--- src/rtl/fifo_pop_ctrl.sv ---
// Read-side drain stage: pops the FIFO into a 2-entry skid buffer.
// Optional pop_count port and counter: define POP_CTRL_CNT_EN.
module fifo_pop_ctrl #(
    parameter int DATA_WIDTH = 8
) (
    input  logic                  clk,
    input  logic                  Reset,
    input  logic                  Enable,
    input  logic [DATA_WIDTH-1:0] FIFO_data_out,
    input  logic                  FIFO_empty,
    input  logic                  FIFO_almost_empty,
    input  logic                  data_ready,
    output logic                  read_enable,
    output logic [DATA_WIDTH-1:0] data_out,
    output logic                  data_valid
`ifdef POP_CTRL_CNT_EN
    ,
    output logic [15:0]           pop_count
`endif
);

    typedef enum logic [1:0] {
        IDLE,
        RUN,
        HOLD
    } state_t;

    state_t state;
    state_t state_nxt;

    logic [1:0]            occ;
    logic [1:0]            occ_nxt;
    logic                  inflight;
    logic                  deq;
    logic [2:0]            committed;
    logic [1:0]            tail;
    logic [DATA_WIDTH-1:0] buf0;
    logic [DATA_WIDTH-1:0] buf1;
    logic [DATA_WIDTH-1:0] buf0_nxt;
    logic [DATA_WIDTH-1:0] buf1_nxt;

    assign data_valid = (occ != 2'd0);
    assign data_out   = buf0;
    assign deq        = data_valid & data_ready;

    // Words owned after this cycle: buffered plus in flight, minus the one leaving.
    assign committed = {1'b0, occ} + {2'b00, inflight} - {2'b00, deq};

    // Flags are one pop stale, so a lone remaining word must not be popped twice.
    assign read_enable = (state == RUN)
                       & ~FIFO_empty
                       & (committed < 3'd2)
                       & ~(FIFO_almost_empty & inflight);

    always_comb begin
        state_nxt = state;
        unique case (state)
            IDLE: begin
                if (Enable) state_nxt = RUN;
            end
            RUN: begin
                if (!Enable)                state_nxt = IDLE;
                else if (committed == 3'd2) state_nxt = HOLD;
            end
            HOLD: begin
                if (!Enable)  state_nxt = IDLE;
                else if (deq) state_nxt = RUN;
            end
            default: state_nxt = IDLE;
        endcase
    end

    assign occ_nxt = occ + {1'b0, inflight} - {1'b0, deq};
    assign tail    = occ - {1'b0, deq};

    // Shift on dequeue first; a capture into slot 0 overrides the shift.
    always_comb begin
        buf0_nxt = buf0;
        buf1_nxt = buf1;
        if (deq) buf0_nxt = buf1;
        if (inflight) begin
            if (tail == 2'd0) buf0_nxt = FIFO_data_out;
            else              buf1_nxt = FIFO_data_out;
        end
    end

    always_ff @(posedge clk) begin
        if (Reset) begin
            state    <= IDLE;
            occ      <= 2'd0;
            inflight <= 1'b0;
            buf0     <= '0;
            buf1     <= '0;
        end else begin
            state    <= state_nxt;
            occ      <= occ_nxt;
            inflight <= read_enable;
            buf0     <= buf0_nxt;
            buf1     <= buf1_nxt;
        end
    end

`ifdef POP_CTRL_CNT_EN
    always_ff @(posedge clk) begin
        if (Reset)    pop_count <= 16'd0;
        else if (deq) pop_count <= pop_count + 16'd1;
    end
`endif

    a_no_overflow: assert property (
        @(posedge clk) disable iff (Reset)
        !(inflight && (occ == 2'd2) && !deq)
    );

endmodule

--- config.mk ---
export PLATFORM = sky130hd
export DESIGN_NAME = fifo_pop_ctrl
export DESIGN_NICKNAME = d
export VERILOG_FILES = /design/src/rtl/fifo_pop_ctrl.sv
export SDC_FILE = /design/constraint.sdc
export NUM_CORES = 1
export LEC_CHECK = 0
export CAP_MARGIN = 10
export CORE_MARGIN = 2
export CORE_UTILIZATION = 30
export DETAILED_ROUTE_END_ITERATION = 7
export PLACE_DENSITY = 0.56
export SLEW_MARGIN = 40
export SYNTH_ARGS = -nofsm -noshare
export SYNTH_HDL_FRONTEND = slang
export SYNTH_SLANG_ARGS = --single-unit
--- constraint.sdc ---
create_clock -name clk -period 2.6 [get_ports clk]
set_input_delay 0.26 -clock clk [delete_from_list [all_inputs] [get_ports clk]]
set_output_delay 0.26 -clock clk [all_outputs]
set_load 0.05 [all_outputs]
Yosys cells after proc, flatten, opt, wreduce, memory -nomap -nowiden:

Cells that the tools add are included.
Widths: inputs -> output; s select.

* equality and inequality tests: 6
* magnitude comparators: 1
* multiplexer cells: 9
* bitwise logic cells: 8
* add/sub/neg operators: 5
* reduce and logical (&&, ||, !) cells: 5

Operators by type and width (number)
* $mux 8: 3
* $mux 2: 5
* $pmux 2 s3: 1
* $and 1x1->1: 5
* $logic_not 2->1: 2
* $sub 2x1->2: 2
* $add 2x1->3: 1
* $eq 3x2->1 const B: 1
* $lt 3x2->1 const B: 1
* $ne 3x2->1 const B: 1
* $ne 3x3->1 const B: 1
* $not 1->1: 3
* $reduce_and 3->1: 1
* $sub 3x1->3: 1
* $add 2x1->2: 1
* $eq 2x1->1 const B: 1
* $eq 2x2->1 const B: 1
* $ne 2x2->1 const B: 1
* $reduce_and 2->1: 1
* $reduce_bool 2->1: 1

* logic and storage cells: 39
* register bits after elaboration: 21
* output and inout bits: 10
* bits of input ports: 14

Longest topological paths before layout:

* depth in word-level cells: 7
* depth in mapped cells: 9

Worst setup path before layout:

OpenSTA, ideal clock, no wires.

* path kind: register to output
* start: register occ[1]
* end: output port read_enable
* arrival: 2359 ps
* stages on the path, launching flop included: 9
* required time: 2340 ps
* path buffers: 1
* setup slack: -19 ps
* path through: dfxtp_1 o21a_1 clkbuf_1 nand2b_1 nand2_1 ha_1 fa_1 a2111oi_0 and3_1

* cells in the longest elaborated chain, start to end: 6
* elaborated cells on any way between the ends: 7
* those cells by class: 2 x add/sub; 1 x order compare; 3 x bitwise; 1 x reduce/logical

Ends and longest elaborated chain
* from (decl): RTL line 31 `logic [1:0] occ;`
* from (signal assigned): RTL line 96 `occ <= occ_nxt;`
* branches (longest 2 deep; another with $add 2x1->3)
* $sub 3x1->3 *: RTL line 47 `assign committed = {1'b0, occ} + {2'b00, inflight} - {2'b00, deq};`
* net committed[1]: RTL line 35 `logic [2:0] committed;`
* $lt 3x2->1 *: RTL line 52 `& (committed < 3'd2)`
* $and 1x1->1 *: RTL line 52
* $and 1x1->1 *: RTL line 53 `& ~(FIFO_almost_empty & inflight);`
* to (decl): RTL line 13 `output logic read_enable,`

Mark *: on every way through the listed nets, which the timed path passes.

Worst setup path after layout:

Ends and elaborated chain as after synthesis.

==> flow_metrics.tcl <==
set metrics [dict create \
    p_per_area_nw_per_um2 650 \
    r2r_setup_slack_ps 340 \
    holdPathEnd "buf1[6]" \
    rows 21 \
    gp_congestion 0.750 \
    dieWidth_microns 63.6 \
    min_path_type "reg2reg" \
    cts_tree "done" \
    cp_max_fo 7 \
    status "finished clean" \
    path_cells "o21a_1 -> nand2b_1 -> nand2_1 -> ha_2 -> fa_2 -> a2111oi_4 -> and3_4 -> buf_12" \
    finalHoldViolCount 0 \
    die_h_microns 63.6 \
    drive_gt1_share_pct 19.7 \
    drc 0 \
    grt.total_usage_pct 13.7 \
    antennaDiodeCount 0 \
    avgViaCountPerCell 4.70 \
    crit-reg2reg-launch "occ[1]" \
    wl_per_cell_microns 13.8 \
    hold_slack_ps 484 \
    clkTransAtPathRegs_ps 120 \
    clockPowerShare_pct 16.9 \
    clkSinkCount 21 \
    grt_pass1_vias 931 \
    design.core.area_sq_um 3360 \
    yosysSeqAreaShare_pct 39.5 \
    mostFrequentLayoutCell "clkdlybuf4s50_1" \
    dp_cells 178 \
    ys_ff_latch 21 \
    mostFrequentLayoutCells "clkdlybuf4s50_1, dfxtp_1, nand2b_1, nand2_1" \
    required_ps 2340 \
    drv_slew 0 \
    critPathMaxStageDelay_ps 450 \
    finalCritPeriodShare_pct 95.9 \
    skew_ps 8.24 \
    num_vias 861 \
    worst_slack_ps 106 \
    final_nets 154 \
    maxSlewHeadroom_pct 66.8 \
    internal-power_w 0.000589 \
    synthArstFlopShare_pct 0 \
    wirelength_microns 2520 \
    fmax_mhz 401 \
    port-buffer-count 23 \
    fin_cells 183 \
    clockRootBuffer "clkbuf_4" \
    place_hpwl_microns 1770 \
    synth_area_per_cell_sq_um 9.51 \
    grt_antenna_before_repair 0 \
    swShare_pct 36.6 \
    finalPower_w 0.000929 \
    hold_path_startpoint "buf1[6]" \
    clk-insertion-delay-late_ps 300 \
    ios 24 \
    synth_top_area_share_pct 39.5 \
    synth_edf_count 0 \
    end_kind "output pin" \
    die_area_sq_um 4040 \
    ant_nets 0 \
    cts.path.max_buffers 2 \
    rr_worst_depth 9 \
    grt_overflow 0 \
    syn_nets 128 \
    switchingPower_w 0.000340 \
    whs_path_depth 2 \
    period_minus_slack_ps 2490 \
    start_util_pct 31.7 \
    grt_pass1_wl_microns 4360 \
    r2r_end "state[1]" \
    ys.flop_type "dfxtp_1" \
    synthDistinctLibCells 26 \
    drv_cap 0 \
    leakagePower_nw 0.474 \
    grt_max_degree 30 \
    comb_power_share_pct 42.5 \
    drt_pass1_iterations 5 \
    htreeDepth 1 \
    yosys_warnings 0 \
    syn2layout_area_growth_pct 34.2 \
    pre_cts_ws_ps -112 \
    crit_type "reg2out" \
    power_frac_seq_pct 40.6 \
    synth_area_sq_um 1060 \
    cts_made_buffers 3 \
    synth_area_leaders "dfxtp_1, a311oi_2, nand2b_1, mux2i_1, nand2_1" \
    tightestPinTransition_ps 496 \
    drtIter0Drc 7 \
    slowest_stage "fa_2" \
    cp-start-kind "flop" \
    synth_top_cell_by_area "dfxtp_1" \
    setup_tns_ps 0 \
    crit_arrival_ps 2230 \
    setup_viol 0 \
    worst_ir_drop_vdd_mv 0.266 \
    syn_inst 112 \
]
-- worst max path at each step --
stage	from	endpoint	slack [ps]	depth (start not counted)
after CTS	occ[1]	read_enable	40	8
final	occ[1]	read_enable	110	8
after detailed placement	data_ready	read_enable	-110	9
after global routing	occ[1]	read_enable	-9	8
after floorplan	occ[1]	read_enable	110	8
after global placement	data_ready	read_enable	9	9
-- power by group through the flow --
stage | Sequential, W | Clock [W] | Combinational [W]
2_1_floorplan | 0.000413 | 0 | 0.000194
3_3_place_gp | 0.000377 | 0 | 0.000358
3_5_place_dp | 0.000377 | 0 | 0.000363
4_1_cts | 0.000374 | 0.000166 | 0.000374
5_1_grt | 0.000382 | 0.000178 | 0.000425
6_report | 0.000377 | 0.000157 | 0.000395
-- what timing repair did --
action | 4_1_cts | 5_1_grt
setup buffers | 0 | 1
pin swaps | 2 | 1
setup endpoints to repair | 1 | 1
hold buffers | 0 | 0
resized for setup | 6 | 6
-- final cells by class --
cell class,count,area [sq um]
flip-flops and latches,21,425
fillers,348,1930
clock buffers,4,26.3
multi-input cells,80,617
repair buffers,30,295
inverters,2,7.51
well taps,46,57.6
-- logic make-up after synthesis --
kind of cell / after synthesis / share of synthesized area (%)
compound gates: 14 / 15.3
buf+inv: 11 / 5.64
flops: 21 / 39.5
xor+xnor: 1 / 0.823
mux: 8 / 7.52
fa+ha+maj: 2 / 3.06
simple gates: 55 / 28.2
-- registers in the layout (all words and copies together), names as in the netlist --
register	flops
buf1	8
data_out	8
occ	2
state	2
inflight	1
-- routing by layer --
metal	GRT usage, %	vias to the layer above	wire length [microns]
li1	-	438	-
met3	3.21	2	39
met5	0	-	0
met4	3.26	0	27
met2	23.3	12	1230
met1	17.4	409	1230
-- cell usage after synthesis (2+ instances only) --
library cell  instances
dfxtp_1              21
nand2_1              18
nand2b_1             18
a311oi_2              8
mux2i_1               8
nor3_1                8
nor2b_1               4
buf_2                 3
clkbuf_1              3
buf_6                 2
inv_1                 2
o21a_1                2
o21ai_0               2
-- metrics by stage --
stage	area, sq um	util (%)
final	1430	42.5
after global routing	1430	42.5
after CTS	1400	41.5
after floorplan	1070	-
after global placement	1360	40.3
after detailed placement	1360	40.3
-- critical path, delay by kind of cell (launching register included) --
kind            cells  cell delay [ps]
flops               1              390
compound gates      2              400
buf+inv             1              130
simple gates        3              400
fa+ha+maj           2              620
(Power assumes the default switching activity.)
